File: config.mk
export PLATFORM = sky130hd
export DESIGN_NAME = snake_engine
export DESIGN_NICKNAME = d
export VERILOG_FILES = /design/src/rtl/snake_pkg.sv /design/src/rtl/snake_tick_gen.sv /design/src/rtl/snake_engine.sv
export SDC_FILE = /design/constraint.sdc
export NUM_CORES = 1
export LEC_CHECK = 0
export BUFFER_PORTS_ARGS = -buffer_cell sky130_fd_sc_hd__clkbuf_2
export CORE_MARGIN = 2
export CORE_UTILIZATION = 36
export CTS_CLUSTER_SIZE = 14
export DETAILED_ROUTE_END_ITERATION = 6
export PLACE_DENSITY_LB_ADDON = 0.2
export SYNTH_ARGS = -nofsm -noshare
export SYNTH_HDL_FRONTEND = slang
export SYNTH_SLANG_ARGS = --single-unit
File: constraint.sdc
create_clock -name i_clk -period 7.12 [get_ports i_clk]
set_input_delay 1.424 -clock i_clk [delete_from_list [all_inputs] [get_ports i_clk]]
set_output_delay 1.424 -clock i_clk [all_outputs]
set_load 0.005 [all_outputs]
File: src/rtl/snake_pkg.sv
// Shared types for the snake game engine.
//   dir_t      : movement direction encoding used on i_dir[1:0]
//   state_t    : engine FSM states
//   is_reverse : true when two directions point opposite ways
package snake_pkg;

  typedef enum logic [1:0] {
    UP    = 2'b00,
    DOWN  = 2'b01,
    LEFT  = 2'b10,
    RIGHT = 2'b11
  } dir_t;

  typedef enum logic [1:0] {
    IDLE = 2'b00,
    RUN  = 2'b01,
    FOOD = 2'b10,
    DONE = 2'b11
  } state_t;

  // Opposite pairs share bit 1 and differ in bit 0 (UP/DOWN, LEFT/RIGHT).
  function automatic logic is_reverse(dir_t a, dir_t b);
    return (a[1] == b[1]) && (a[0] != b[0]);
  endfunction

endpackage

File: src/rtl/snake_tick_gen.sv
// Move-rate divider: one-cycle o_tick every TICK_DIV enabled cycles.
//   i_clk  : clock
//   i_rst  : asynchronous reset, active-low
//   i_en   : count enable; the count holds while low
//   o_tick : high on the enabled cycle where the count reaches TICK_DIV-1
module snake_tick_gen #(
  parameter int unsigned TICK_DIV = 4
) (
  input  logic i_clk,
  input  logic i_rst,
  input  logic i_en,
  output logic o_tick
);

  localparam int unsigned CW = (TICK_DIV > 1) ? $clog2(TICK_DIV) : 1;

  logic [CW-1:0] cnt_q, cnt_d;
  logic          tick_c;

  // Wrapping counter, paused when disabled.
  always_comb begin
    cnt_d  = cnt_q;
    tick_c = 1'b0;
    if (i_en) begin
      if (cnt_q == CW'(TICK_DIV - 1)) begin
        cnt_d  = '0;
        tick_c = 1'b1;
      end else begin
        cnt_d = cnt_q + CW'(1);
      end
    end
  end

  always_ff @(posedge i_clk or negedge i_rst) begin
    if (!i_rst) cnt_q <= '0;
    else        cnt_q <= cnt_d;
  end

  assign o_tick = tick_c;

endmodule

File: src/rtl/snake_engine.sv
// Snake game-state engine: direction latch, timed movement, food placement,
// wall/self collision, win detection and a registered cell-query port.
//   i_clk, i_rst        : clock, asynchronous active-low reset
//   i_dir               : [2]=1 no command, else [1:0] direction
//   i_restart           : restart pulse, only acted on after game over
//   i_rand              : free-running random source for food placement
//   i_qx, i_qy          : renderer query coordinate
//   o_q_body, o_q_food  : query result, one cycle after the coordinate
//   o_head_x, o_head_y  : head coordinate
//   o_size              : current body length
//   o_done, o_win       : game over, and game over by reaching MAX_LEN
module snake_engine #(
  parameter  int unsigned GRID_W   = 16,
  parameter  int unsigned GRID_H   = 16,
  parameter  int unsigned MAX_LEN  = 16,
  parameter  int unsigned INIT_LEN = 3,
  parameter  int unsigned TICK_DIV = 4,
  localparam int unsigned XW       = $clog2(GRID_W),
  localparam int unsigned YW       = $clog2(GRID_H),
  localparam int unsigned SW       = $clog2(MAX_LEN + 1)
) (
  input  logic          i_clk,
  input  logic          i_rst,
  input  logic [2:0]    i_dir,
  input  logic          i_restart,
  input  logic [15:0]   i_rand,
  input  logic [XW-1:0] i_qx,
  input  logic [YW-1:0] i_qy,
  output logic          o_q_body,
  output logic          o_q_food,
  output logic [XW-1:0] o_head_x,
  output logic [YW-1:0] o_head_y,
  output logic [SW-1:0] o_size,
  output logic          o_done,
  output logic          o_win
);

  import snake_pkg::*;

  // Reset/restart layout: horizontal line ending at the grid centre.
  function automatic logic [XW-1:0] init_x(int unsigned k);
    return XW'(GRID_W / 2 - k);
  endfunction

  state_t        state_q, state_d;
  dir_t          cur_dir_q, cur_dir_d;
  dir_t          pend_dir_q, pend_dir_d;
  logic [XW-1:0] seg_x_q [MAX_LEN];
  logic [XW-1:0] seg_x_d [MAX_LEN];
  logic [YW-1:0] seg_y_q [MAX_LEN];
  logic [YW-1:0] seg_y_d [MAX_LEN];
  logic [SW-1:0] size_q, size_d;
  logic [XW-1:0] food_x_q, food_x_d;
  logic [YW-1:0] food_y_q, food_y_d;
  logic          done_q, done_d;
  logic          win_q, win_d;
  logic          q_body_q, q_body_d;
  logic          q_food_q, q_food_d;

  logic          run_c;
  logic          tick_c;
  logic [XW-1:0] nx_x_c, cand_x_c, cmp_x_c;
  logic [YW-1:0] nx_y_c, cand_y_c, cmp_y_c;
  logic          wall_c;
  logic [MAX_LEN-1:0] hit_c, qhit_c, live_c, body_c;
  logic          unused_rand;

  assign run_c = (state_q == RUN);

  snake_tick_gen #(
    .TICK_DIV (TICK_DIV)
  ) u_tick (
    .i_clk  (i_clk),
    .i_rst  (i_rst),
    .i_en   (run_c),
    .o_tick (tick_c)
  );

  // Next head for the direction taking effect on this tick, plus wall test.
  always_comb begin
    nx_x_c = seg_x_q[0];
    nx_y_c = seg_y_q[0];
    wall_c = 1'b0;
    case (pend_dir_q)
      UP: begin
        wall_c = (seg_y_q[0] == '0);
        nx_y_c = seg_y_q[0] - YW'(1);
      end
      DOWN: begin
        wall_c = (seg_y_q[0] == YW'(GRID_H - 1));
        nx_y_c = seg_y_q[0] + YW'(1);
      end
      LEFT: begin
        wall_c = (seg_x_q[0] == '0);
        nx_x_c = seg_x_q[0] - XW'(1);
      end
      default: begin
        wall_c = (seg_x_q[0] == XW'(GRID_W - 1));
        nx_x_c = seg_x_q[0] + XW'(1);
      end
    endcase
  end

  assign cand_x_c    = i_rand[XW-1:0];
  assign cand_y_c    = i_rand[8 +: YW];
  assign unused_rand = ^i_rand;

  // RUN and FOOD never overlap, so one comparator bank serves both checks.
  assign cmp_x_c = (state_q == FOOD) ? cand_x_c : nx_x_c;
  assign cmp_y_c = (state_q == FOOD) ? cand_y_c : nx_y_c;

  // Per-segment comparators; live masks stale entries, body also drops the tail.
  for (genvar k = 0; k < MAX_LEN; k++) begin : g_cmp
    assign hit_c[k]  = (seg_x_q[k] == cmp_x_c) && (seg_y_q[k] == cmp_y_c);
    assign qhit_c[k] = (seg_x_q[k] == i_qx) && (seg_y_q[k] == i_qy);
    assign live_c[k] = (SW'(k) < size_q);
    assign body_c[k] = (SW'(k + 1) < size_q);
  end

  // Next-state and datapath update.
  always_comb begin
    state_d    = state_q;
    cur_dir_d  = cur_dir_q;
    pend_dir_d = pend_dir_q;
    seg_x_d    = seg_x_q;
    seg_y_d    = seg_y_q;
    size_d     = size_q;
    food_x_d   = food_x_q;
    food_y_d   = food_y_q;
    done_d     = done_q;
    win_d      = win_q;
    q_body_d   = |(qhit_c & live_c);
    q_food_d   = (i_qx == food_x_q) && (i_qy == food_y_q);

    case (state_q)
      IDLE: begin
        if (!i_dir[2]) begin
          cur_dir_d  = dir_t'(i_dir[1:0]);
          pend_dir_d = dir_t'(i_dir[1:0]);
          state_d    = RUN;
        end
      end

      RUN: begin
        // On a tick the pending direction becomes current, so filter against it.
        if (!i_dir[2] &&
            !is_reverse(dir_t'(i_dir[1:0]), tick_c ? pend_dir_q : cur_dir_q)) begin
          pend_dir_d = dir_t'(i_dir[1:0]);
        end
        if (tick_c) begin
          cur_dir_d = pend_dir_q;
          if (wall_c || (|(hit_c & body_c))) begin
            state_d = DONE;
            done_d  = 1'b1;
          end else begin
            seg_x_d[0] = nx_x_c;
            seg_y_d[0] = nx_y_c;
            for (int unsigned k = 1; k < MAX_LEN; k++) begin
              seg_x_d[k] = seg_x_q[k-1];
              seg_y_d[k] = seg_y_q[k-1];
            end
            if ((nx_x_c == food_x_q) && (nx_y_c == food_y_q)) begin
              size_d = size_q + SW'(1);
              if (size_q == SW'(MAX_LEN - 1)) begin
                state_d = DONE;
                done_d  = 1'b1;
                win_d   = 1'b1;
              end else begin
                state_d = FOOD;
              end
            end
          end
        end
      end

      FOOD: begin
        if (!(|(hit_c & live_c))) begin
          food_x_d = cand_x_c;
          food_y_d = cand_y_c;
          state_d  = RUN;
        end
      end

      default: begin
        if (i_restart) begin
          state_d    = IDLE;
          cur_dir_d  = RIGHT;
          pend_dir_d = RIGHT;
          for (int unsigned k = 0; k < MAX_LEN; k++) begin
            seg_x_d[k] = init_x(k);
            seg_y_d[k] = YW'(GRID_H / 2);
          end
          size_d   = SW'(INIT_LEN);
          food_x_d = XW'(GRID_W / 2 + 4);
          food_y_d = YW'(GRID_H / 2);
          done_d   = 1'b0;
          win_d    = 1'b0;
        end
      end
    endcase
  end

  always_ff @(posedge i_clk or negedge i_rst) begin
    if (!i_rst) begin
      state_q    <= IDLE;
      cur_dir_q  <= RIGHT;
      pend_dir_q <= RIGHT;
      for (int unsigned k = 0; k < MAX_LEN; k++) begin
        seg_x_q[k] <= init_x(k);
        seg_y_q[k] <= YW'(GRID_H / 2);
      end
      size_q   <= SW'(INIT_LEN);
      food_x_q <= XW'(GRID_W / 2 + 4);
      food_y_q <= YW'(GRID_H / 2);
      done_q   <= 1'b0;
      win_q    <= 1'b0;
      q_body_q <= 1'b0;
      q_food_q <= 1'b0;
    end else begin
      state_q    <= state_d;
      cur_dir_q  <= cur_dir_d;
      pend_dir_q <= pend_dir_d;
      seg_x_q    <= seg_x_d;
      seg_y_q    <= seg_y_d;
      size_q     <= size_d;
      food_x_q   <= food_x_d;
      food_y_q   <= food_y_d;
      done_q     <= done_d;
      win_q      <= win_d;
      q_body_q   <= q_body_d;
      q_food_q   <= q_food_d;
    end
  end

  assign o_q_body = q_body_q;
  assign o_q_food = q_food_q;
  assign o_head_x = seg_x_q[0];
  assign o_head_y = seg_y_q[0];
  assign o_size   = size_q;
  assign o_done   = done_q;
  assign o_win    = win_q;

endmodule

==> results.cfg, run 1 <==
[outcome]
status = complete, no violations

[synthesis]
yosysWarnings = 0
avgSynthCellArea_um2 = 8.34
synth_seq_cells = 153
syn_inst = 1521
synth_nets = 1557
synth_ff_type = dfrtp_1
yosysUniqueCellTypes = 87
seq_area_frac_synth = 0.307
synthArstFlopShare = 1.00
synth_edf_count = 0
syn-cell-area_um2 = 12700

[clock_network]
post_cts.repair.setup_buffers = 0
hold_buffers = 0
cts.sinks = 153
clk_path_buf_depth = 2
clock_latency_ns = 0.46
cts_root_buf = clkbuf_16
cts-resized-gates = 0
ctsHtreeMaxLevel = 4
numCtsBuffers = 17
tritoncts = built
path_clk_slew_ns = 0.07

[place]
dpl.hpwl_mm = 32.1
routabilityCongestion = 0.971
io_buffers = 38
place_ws_ns = 1.66

[finish]
multi_input_area_um2 = 7850
antenna_cells = 0
area_delta_synth_final_pct = 6.74
fin_nets = 1476
register_area_um2 = 3900
fillers = 3521
drive_gt1_frac = 0.127

[detailed_routing]
dr.pass1.iters = 6
vias_per_cell = 5.93
route.vias.total = 11300
postRouteAntennaNets = 0
drt_iter0_drc = 1245
wl_per_cell_um = 25.0
drt-total-wl_mm = 47.7
drc_errors = 0

[timing]
grt_setup_unrepaired = false
finClkSkew_ns = 0.0136
worst_pin_slew_ns = 0.985
finalCritPeriodShare = 0.798
slew-limit-headroom = 0.342
fin_crit_ns = 5.68
fmax_ghz = 0.176
fin_tns_setup_ns = 0
setup_viol = 0
hold_violations = 0
slew_viol_final = 0
layout_setup_ws_ns = 1.44

[floorplanning]
core-area_um2 = 34600
die_w_um = 192
ioPinCount = 47
die-area_um2 = 36800
dieHeight_um = 192
rows = 68
start_util = 0.366

[setup_path]
reg2reg_to = seg_y_q[46]$_DFFE_PN0P_
cp.required_ns = 7.45
critPathMaxFanout = 27
worst_ep_arrival_time_ns = 6.01
worstSetupEndpointType = flop
r2r_start = o_head_x[1]$_DFFE_PN0P_
setup.worst_path.start = o_head_x[1]$_DFFE_PN0P_
critPathLaunchType = flop
crit_type = reg2reg
reg2regPathDepth = 14
rrSetupSlack_ns = 1.44

[grt]
grt_pass1_wl_mm = 71.6
grt_max_degree = 99
grt_overflow_total = 0
grt_usage = 0.265
antenna_found_initial = 0
grt_pass1_vias = 10800

[hold_path]
hold_end = o_done$_DFFE_PN0P_
min_path_cells = 1
holdCritStartpoint = o_done$_DFFE_PN0P_
holdCritPathClass = reg2reg

[power_and_ir_drop]
p_leak_nw = 5.69
ir_drop_mv = 0.240
powerDensity_nw_per_um2 = 570
p_total_mw = 7.72

[run]
max-cap-violations = 0
[flip-flops by register name, summed over array words and instances (netlist names)]
| name | cells |
|---|---|
| food_y_q | 4 |
| pend_dir_q | 2 |
| o_q_body | 1 |
| o_win | 1 |
| state_q | 2 |
| cur_dir_q | 2 |
| u_tick.cnt_q | 2 |
| seg_x_q | 60 |
| food_x_q | 4 |
| o_done | 1 |
| o_size | 5 |
| o_head_y | 4 |
| seg_y_q | 60 |
| o_q_food | 1 |
| o_head_x | 4 |
[layout make-up]
class,instances,share of cell area
inverters,56,0.0155
multi-input cells,1146,0.579
flip-flops and latches,153,0.288
clock inverters,13,0.0107
well taps,455,0.0420
repair buffers,66,0.0319
clock buffers,19,0.0327
[metal layers]
layer,vias up,global-route usage,share of wire,wire [um]
met4,0,0.117,0.038,1790
met3,121,0.0534,0.091,4330
met1,5530,0.376,0.44,21200
li1,5095,-,-,-
met2,561,0.388,0.43,20400
met5,-,0,0,0
[synthesized netlist by cell type (4+ instances only)]
| library cell | n | area [um2] |
|---|---|---|
| xnor2_1 | 182 | 1590 |
| nand2_1 | 141 | 529 |
| xor2_1 | 137 | 1200 |
| dfrtp_1 | 96 | 2400 |
| clkbuf_1 | 92 | 345 |
| a21oi_1 | 76 | 380 |
| o21ai_0 | 73 | 365 |
| nor2_1 | 68 | 255 |
| nor3_1 | 67 | 335 |
| dfstp_2 | 57 | 1500 |
| inv_1 | 56 | 210 |
| mux2i_1 | 47 | 470 |
| nand4_1 | 38 | 238 |
| nand3_1 | 37 | 185 |
| buf_2 | 36 | 180 |
| nor4_1 | 36 | 225 |
| buf_4 | 22 | 165 |
| o211ai_1 | 17 | 128 |
| a31oi_1 | 15 | 93.8 |
| buf_1 | 15 | 56.3 |
| o31ai_1 | 14 | 105 |
| a21o_1 | 12 | 90.1 |
| and3_1 | 11 | 68.8 |
| nand2b_1 | 10 | 62.6 |
| o2111ai_1 | 10 | 87.6 |
| nand3b_1 | 7 | 52.6 |
| o221ai_1 | 7 | 61.3 |
| or3_1 | 7 | 43.8 |
| a211oi_1 | 6 | 45.0 |
| a22o_1 | 6 | 52.6 |
| nor2b_1 | 6 | 37.5 |
| a221oi_1 | 5 | 43.8 |
| ha_1 | 5 | 62.6 |
| o21a_1 | 5 | 37.5 |
| o21ai_1 | 5 | 25.0 |
| o311ai_0 | 5 | 43.8 |
| or2_2 | 5 | 31.3 |
| a2111oi_0 | 4 | 35.0 |
| a22oi_1 | 4 | 30.0 |
| mux2_2 | 4 | 45.0 |
| nor3b_1 | 4 | 30.0 |
| o41ai_1 | 4 | 35.0 |
[cells by family (layout without fill, tap and decap cells)]
logic type      after synthesis  in the layout  share of synthesized area
fa+ha+maj                     6              6                    0.00651
flops                       153            153                      0.307
compound gates              299            299                      0.153
mux                          52             52                     0.0417
xor+xnor                    322            322                      0.225
buf+inv                     222            154                     0.0763
simple gates                467            467                      0.190
[through the flow]
stage / cell area (um2) / hold slack, ns / util / instances
after floorplan: 12700 / 0.450 / - / 1521
after global placement: 13000 / 0.462 / 0.374 / 1876
after detailed placement: 13000 / 0.472 / 0.374 / 1876
after CTS: 13500 / 0.487 / 0.391 / 1908
after global routing: 13500 / 0.497 / 0.391 / 1908
final: 13500 / 0.481 / 0.391 / 1908
[critical path, stage by stage, from the launching register on]
cell       delay, ns
dfrtp_1         0.91
xnor2_1         0.19
ha_1            0.47
mux2i_2         0.73
a21o_1          0.84
xor2_1          0.19
nand4b_1        0.11
nor4_1          0.65
nand3_1         0.21
o2111ai_1       0.21
nor4_4          0.12
nand3_2         0.10
buf_4           0.44
mux2i_1         0.26
nor2_1          0.07
[cell usage in the layout, fill, tap and decap left out, types with 37 or more instances in the layout]
cell / Yosys / routed
xnor2_1: 182 / 182
a21oi_1: 76 / 76
mux2i_1: 47 / 47
clkbuf_2: 0 / 37
nand4_1: 38 / 38
o21ai_0: 73 / 73
dfstp_2: 57 / 57
inv_1: 56 / 56
xor2_1: 137 / 137
dfrtp_1: 96 / 96
nor2_1: 68 / 68
nor3_1: 67 / 67
nand2_1: 141 / 141
[power by group]
| part | total, mW | internal [mW] | switching (mW) |
|---|---|---|---|
| Sequential | 2.16 | 1.36 | 0.795 |
| Clock | 0.935 | 0.528 | 0.407 |
| Combinational | 4.63 | 1.85 | 2.77 |
[how the worst max path moves through the flow]
stage / to / cells past startpoint / slack [ns]
6_report: seg_y_q[46]$_DFFE_PN0P_ / 14 / 1.44
5_1_grt: o_head_y[0]$_DFFE_PN0P_ / 16 / 1.35
4_1_cts: seg_y_q[46]$_DFFE_PN0P_ / 14 / 1.62
3_5_place_dp: seg_y_q[46]$_DFFE_PN0P_ / 14 / 1.66
3_3_place_gp: o_size[0]$_DFFE_PN1P_ / 14 / 1.66
2_1_floorplan: seg_x_q[30]$_DFFE_PN0P_ / 21 / 2.42
Power figures use the tool's default switching activity.
==> run 2: changes to the inputs <==
==> constraint.sdc (replaced) <==
create_clock -name i_clk -period 5.95 [get_ports i_clk]
set_input_delay 1.19 -clock i_clk [delete_from_list [all_inputs] [get_ports i_clk]]
set_output_delay 1.19 -clock i_clk [all_outputs]
set_load 0.005 [all_outputs]
==> run 2 against run 1 <==
  * Power grew 22%
  * Critical path depth grew 4
  * Register-to-register slack lost 0.54 ns
  * Final area grew 1.2%
  * Global-route usage grew 0.71 points
  * Non-clock buffer count grew 16
  * Cell count grew 0.84%
  * Die area is the same
  * Critical endpoint is now seg_x_q[25]$_DFFE_PN1P_
  * Largest cell class unchanged
  * Highest routed layer unchanged
==> results.cfg, run 2 (synthesis results as in run 1) <==
[outcome]
status = complete, no violations

[setup_path]
critPathMaxFanout = 48
worst_ep_arrival_time_ns = 5.44
r2r_start = pend_dir_q[0]$_DFFE_PN1P_
setup.worst_path.start = pend_dir_q[0]$_DFFE_PN1P_
worstSetupEndpointType = flop
crit_type = reg2reg
critPathLaunchType = flop
cp.required_ns = 6.33

[run]
max-cap-violations = 0

[grt]
grt_pass1_vias = 11000
grt_max_degree = 67
antenna_found_initial = 0
grt_pass1_wl_mm = 73.0
grt_usage = 0.273
grt_overflow_total = 0
globalRouteMet1Util = 0.371
met2_usage = 0.409
busiest_layer = met2
met3_usage = 0.0718

[clock_network]
post_cts.repair.setup_buffers = 0
cts-resized-gates = 0
path_clk_slew_ns = 0.07
numCtsBuffers = 17
clk_path_buf_depth = 2
clock_latency_ns = 0.47
cts_root_buf = clkbuf_16
ctsHtreeMaxLevel = 4
tritoncts = built
cts.sinks = 153
hold_buffers = 0

[timing]
finalCritPeriodShare = 0.850
setup_viol = 0
finalHoldWorstSlack_ns = 0.480
fmax_ghz = 0.198
slew_viol_final = 0
fin_crit_ns = 5.05
hold_violations = 0
fin_tns_setup_ns = 0
worst_pin_slew_ns = 1.02
grt_setup_unrepaired = false
slew-limit-headroom = 0.317
finClkSkew_ns = 0.0117

[detailed_routing]
postRouteAntennaNets = 0
wl_per_cell_um = 25.4
vias_per_cell = 5.91
drc_errors = 0
drt-total-wl_mm = 48.9
dr.pass1.iters = 5
route.vias.total = 11400
drt_iter0_drc = 1164

[hold_path]
holdCritPathClass = reg2reg
holdCritStartpoint = u_tick.cnt_q[1]$_DFFE_PN0P_

[floorplanning]
core-area_um2 = 34600
dieHeight_um = 192
ioPinCount = 47
rows = 68
start_util = 0.366
die_w_um = 192
die-area_um2 = 36800

[finish]
drive_gt1_frac = 0.137
mostFrequentLayoutCells = xnor2_1 (182), nand2_1 (141), xor2_1 (137), dfrtp_1 (96), a21oi_1 (76)
area_delta_synth_final_pct = 8.07
fin_nets = 1492
fillers = 3510
register_area_um2 = 3900
antenna_cells = 0
final_common_cell = xnor2_1
multi_input_area_um2 = 7850
final_area_um2 = 13700

[place]
io_buffers = 38
routabilityCongestion = 0.983
place_area_um2 = 13100
dpl.hpwl_mm = 33.6

[power_and_ir_drop]
powerDensity_nw_per_um2 = 688
p_total_mw = 9.43
p_leak_nw = 5.80
ir_drop_mv = 0.265
-- run 2: cell count changes in the layout (fill, tap and decap cells not counted) --
cell        delta
buf_4         +14
bufinv_16      +1
clkinvlp_4     -1
buf_12         +2
-- run 2: cell type report --
type | instances | area share
clock inverters | 13 | 0.0122
clock buffers | 19 | 0.0323
inverters | 56 | 0.0153
flip-flops and latches | 153 | 0.284
repair buffers | 82 | 0.0421
multi-input cells | 1146 | 0.572
well taps | 455 | 0.0415
-- run 2: metrics by stage --
stage                     setup WS, ns  utilization  std cells
after floorplan                   1.25            -       1521
after global placement            1.04        0.378       1892
after detailed placement          1.03        0.378       1892
after CTS                        0.987        0.396       1924
after global routing             0.637        0.396       1924
final                            0.895        0.396       1924
-- run 2: worst paths after layout --
path	end	slack (ns)	cells past startpoint
worst min-delay path	u_tick.cnt_q[1]$_DFFE_PN0P_	0.48	2
min in group asynchronous	seg_y_q[41]$_DFFE_PN0P_	0.74	1
max in group asynchronous	seg_x_q[1]$_DFFE_PN0P_	4.10	2
worst min register to register	u_tick.cnt_q[1]$_DFFE_PN0P_	0.48	2
worst max-delay path	seg_x_q[25]$_DFFE_PN1P_	0.90	18
worst max register to register	seg_x_q[25]$_DFFE_PN1P_	0.90	18
-- run 2: metal layers --
layer | wire length, um | vias to the layer above
met4 | 1690 | 0
met2 | 21000 | 459
li1 | - | 5133
met5 | 0 | -
met3 | 3870 | 98
met1 | 22300 | 5679
-- run 2: where the power goes --
| group | internal, mW | total [mW] | switching, mW |
|---|---|---|---|
| combinational | 2.31 | 5.67 | 3.35 |
| clock | 0.674 | 1.16 | 0.487 |
| sequential | 1.63 | 2.60 | 0.970 |
| total | 4.62 | 9.43 | 4.81 |
-- run 2: worst max-delay path, stage by stage, from the launching register on --
cell	delay, ns
dfstp_2	0.77
inv_1	0.14
nand2_1	0.09
xnor2_1	0.18
ha_1	0.43
mux2i_2	0.67
a21o_1	0.24
buf_4	0.21
xnor2_1	0.13
o21ai_0	0.10
nor4_1	0.36
nand3_1	0.26
o211ai_1	0.35
nor4b_4	0.15
a21oi_4	0.25
buf_12	0.20
buf_12	0.22
nor3_1	0.07
a21oi_1	0.14
==> run 3: changes to the inputs <==
==> constraint.sdc (replaced) <==
create_clock -name i_clk -period 4.6 [get_ports i_clk]
set_input_delay 0.92 -clock i_clk [delete_from_list [all_inputs] [get_ports i_clk]]
set_output_delay 0.92 -clock i_clk [all_outputs]
set_load 0.005 [all_outputs]
==> run 3 against run 2 <==
  * Via count is 1.4% higher
  * Worst setup slack worse by 0.70 ns
  * Sequential power is 28% higher
  * Sequential share of layout area is 0.80 points lower
  * Maximum frequency is 15% higher
==> results.cfg, run 3 (synthesis results as in run 1) <==
[detailed_routing]
postRouteAntennaNets = 0
wl_per_cell_um = 25.4
met3RoutedLength_mm = 3.55
drt-met1-wl_mm = 22.8
wl_met2_mm = 22.1
maxUsedRoutingLayer = met4
dr.pass1.iters = 5
drc_errors = 0
drt_iter0_drc = 1217
route.vias.total = 11500
vias_per_cell = 5.85
drt-total-wl_mm = 50.0

[setup_path]
critPathLaunchType = flop
cp_cell_sequence = nand2b_1, inv_1, fa_1, nor2b_1, nor2_1, xnor2_1, a21oi_1, nor4_1, nand3_1, o2111ai_1, nor4_4, buf_4, nand3_2, buf_4, mux2i_1, nor2_1
timing.critical_path.buf_inv = 3
cp.required_ns = 4.92
critPathMaxFanout = 13
crit_path_max_incr_delay_ns = 0.54
worst_ep_arrival_time_ns = 4.73
rrSetupSlack_ns = 0.19
r2r_start = pend_dir_q[1]$_DFFE_PN1P_
crit_type = reg2reg
slowest_stage = dfstp_2
worstSetupEndpointType = flop
reg2regPathDepth = 16
critPathTopFamily = simple AND/OR/NAND/NOR gates
reg2reg_to = seg_x_q[1]$_DFFE_PN0P_

[finish]
antenna_cells = 0
fin_cells = 1971
final_core_util = 0.407
drive_gt1_frac = 0.168
area_delta_synth_final_pct = 11.2
final_area_um2 = 14100
mostFrequentLayoutCells = xnor2_1 (182), nand2_1 (140), xor2_1 (137), dfrtp_1 (96), buf_4 (84)
final_common_cell = xnor2_1
fin_nets = 1539

[timing]
finClkSkew_ns = 0.0174
worst_pin_slew_ns = 0.887
slew_viol_final = 0
setup_viol = 0
finalCritPeriodShare = 0.958
fmax_ghz = 0.227
layout_setup_ws_ns = 0.195
slew-limit-headroom = 0.403
fin_tns_setup_ns = 0
finalHoldWorstSlack_ns = 0.483
hold_violations = 0
fin_crit_ns = 4.41

[clock_network]
clk_path_buf_depth = 2
cts.sinks = 153
numCtsBuffers = 17
tritoncts = built
hold_buffers = 0
cts_root_buf = clkbuf_16
clock_latency_ns = 0.47
path_clk_slew_ns = 0.07
ctsHtreeMaxLevel = 4

[hold_path]
min_path_cells = 1
hold_end = o_done$_DFFE_PN0P_
holdCritStartpoint = o_done$_DFFE_PN0P_
holdCritPathClass = reg2reg

[place]
place_ws_ns = 0.140
post-place-cells = 1938
io_buffers = 38
dpl.hpwl_mm = 36.1
routabilityCongestion = 1.04
place_area_um2 = 13500

[floorplanning]
ioPinCount = 47
start_util = 0.366
die-area_um2 = 36800
rows = 68
dieHeight_um = 192
core-area_um2 = 34600
die_w_um = 192

[grt]
grt_max_degree = 82
antenna_found_initial = 0
grt_pass1_wl_mm = 74.9
grt_usage = 0.278
grt_pass1_vias = 11200
grt_overflow_total = 0

[run]
max-cap-violations = 0

[power_and_ir_drop]
p_leak_nw = 6.03
powerDensity_nw_per_um2 = 896
ir_drop_mv = 0.355
p_total_mw = 12.6

[outcome]
status = complete, no violations
[run 3: worst max path at each step]
stage	startpoint	end	slack, ns	cells past startpoint
5_1_grt	pend_dir_q[1]$_DFFE_PN1P_	seg_x_q[25]$_DFFE_PN1P_	-0.05	17
6_report	pend_dir_q[1]$_DFFE_PN1P_	seg_x_q[1]$_DFFE_PN0P_	0.19	16
4_1_cts	pend_dir_q[1]$_DFFE_PN1P_	o_head_x[0]$_DFFE_PN0P_	0.09	15
2_1_floorplan	pend_dir_q[1]$_DFFE_PN1P_	o_head_x[0]$_DFFE_PN0P_	0.04	20
3_3_place_gp	pend_dir_q[1]$_DFFE_PN1P_	o_head_x[0]$_DFFE_PN0P_	0.18	15
3_5_place_dp	pend_dir_q[1]$_DFFE_PN1P_	o_head_x[0]$_DFFE_PN0P_	0.14	15
[run 3: what timing repair did]
action,4_1_cts,5_1_grt
resized for setup,0,7
buffers inserted,0,1
endpoints found under the setup margin,0,109
[run 3: final cells by class]
cell class / count / area [um2]
clock buffers: 19 / 443
clock inverters: 13 / 144
fillers: 3479 / 20500
inverters: 56 / 210
multi-input cells: 1146 / 7870
flip-flops and latches: 153 / 3900
well taps: 455 / 569
repair buffers: 129 / 967
[run 3: report_power, final]
part	internal (mW)	leakage (nW)	total, mW	switching [mW]
sequential	2.11	1.85	3.32	1.21
combinational	3.35	3.89	7.88	4.53
clock	0.817	0.288	1.44	0.623
total	6.27	6.03	12.6	6.37
[run 3: metal layers]
layer,vias up,GRT usage
li1,5233,-
met1,5709,0.397
met4,0,0.110
met5,-,0
met3,89,0.0371
met2,500,0.422
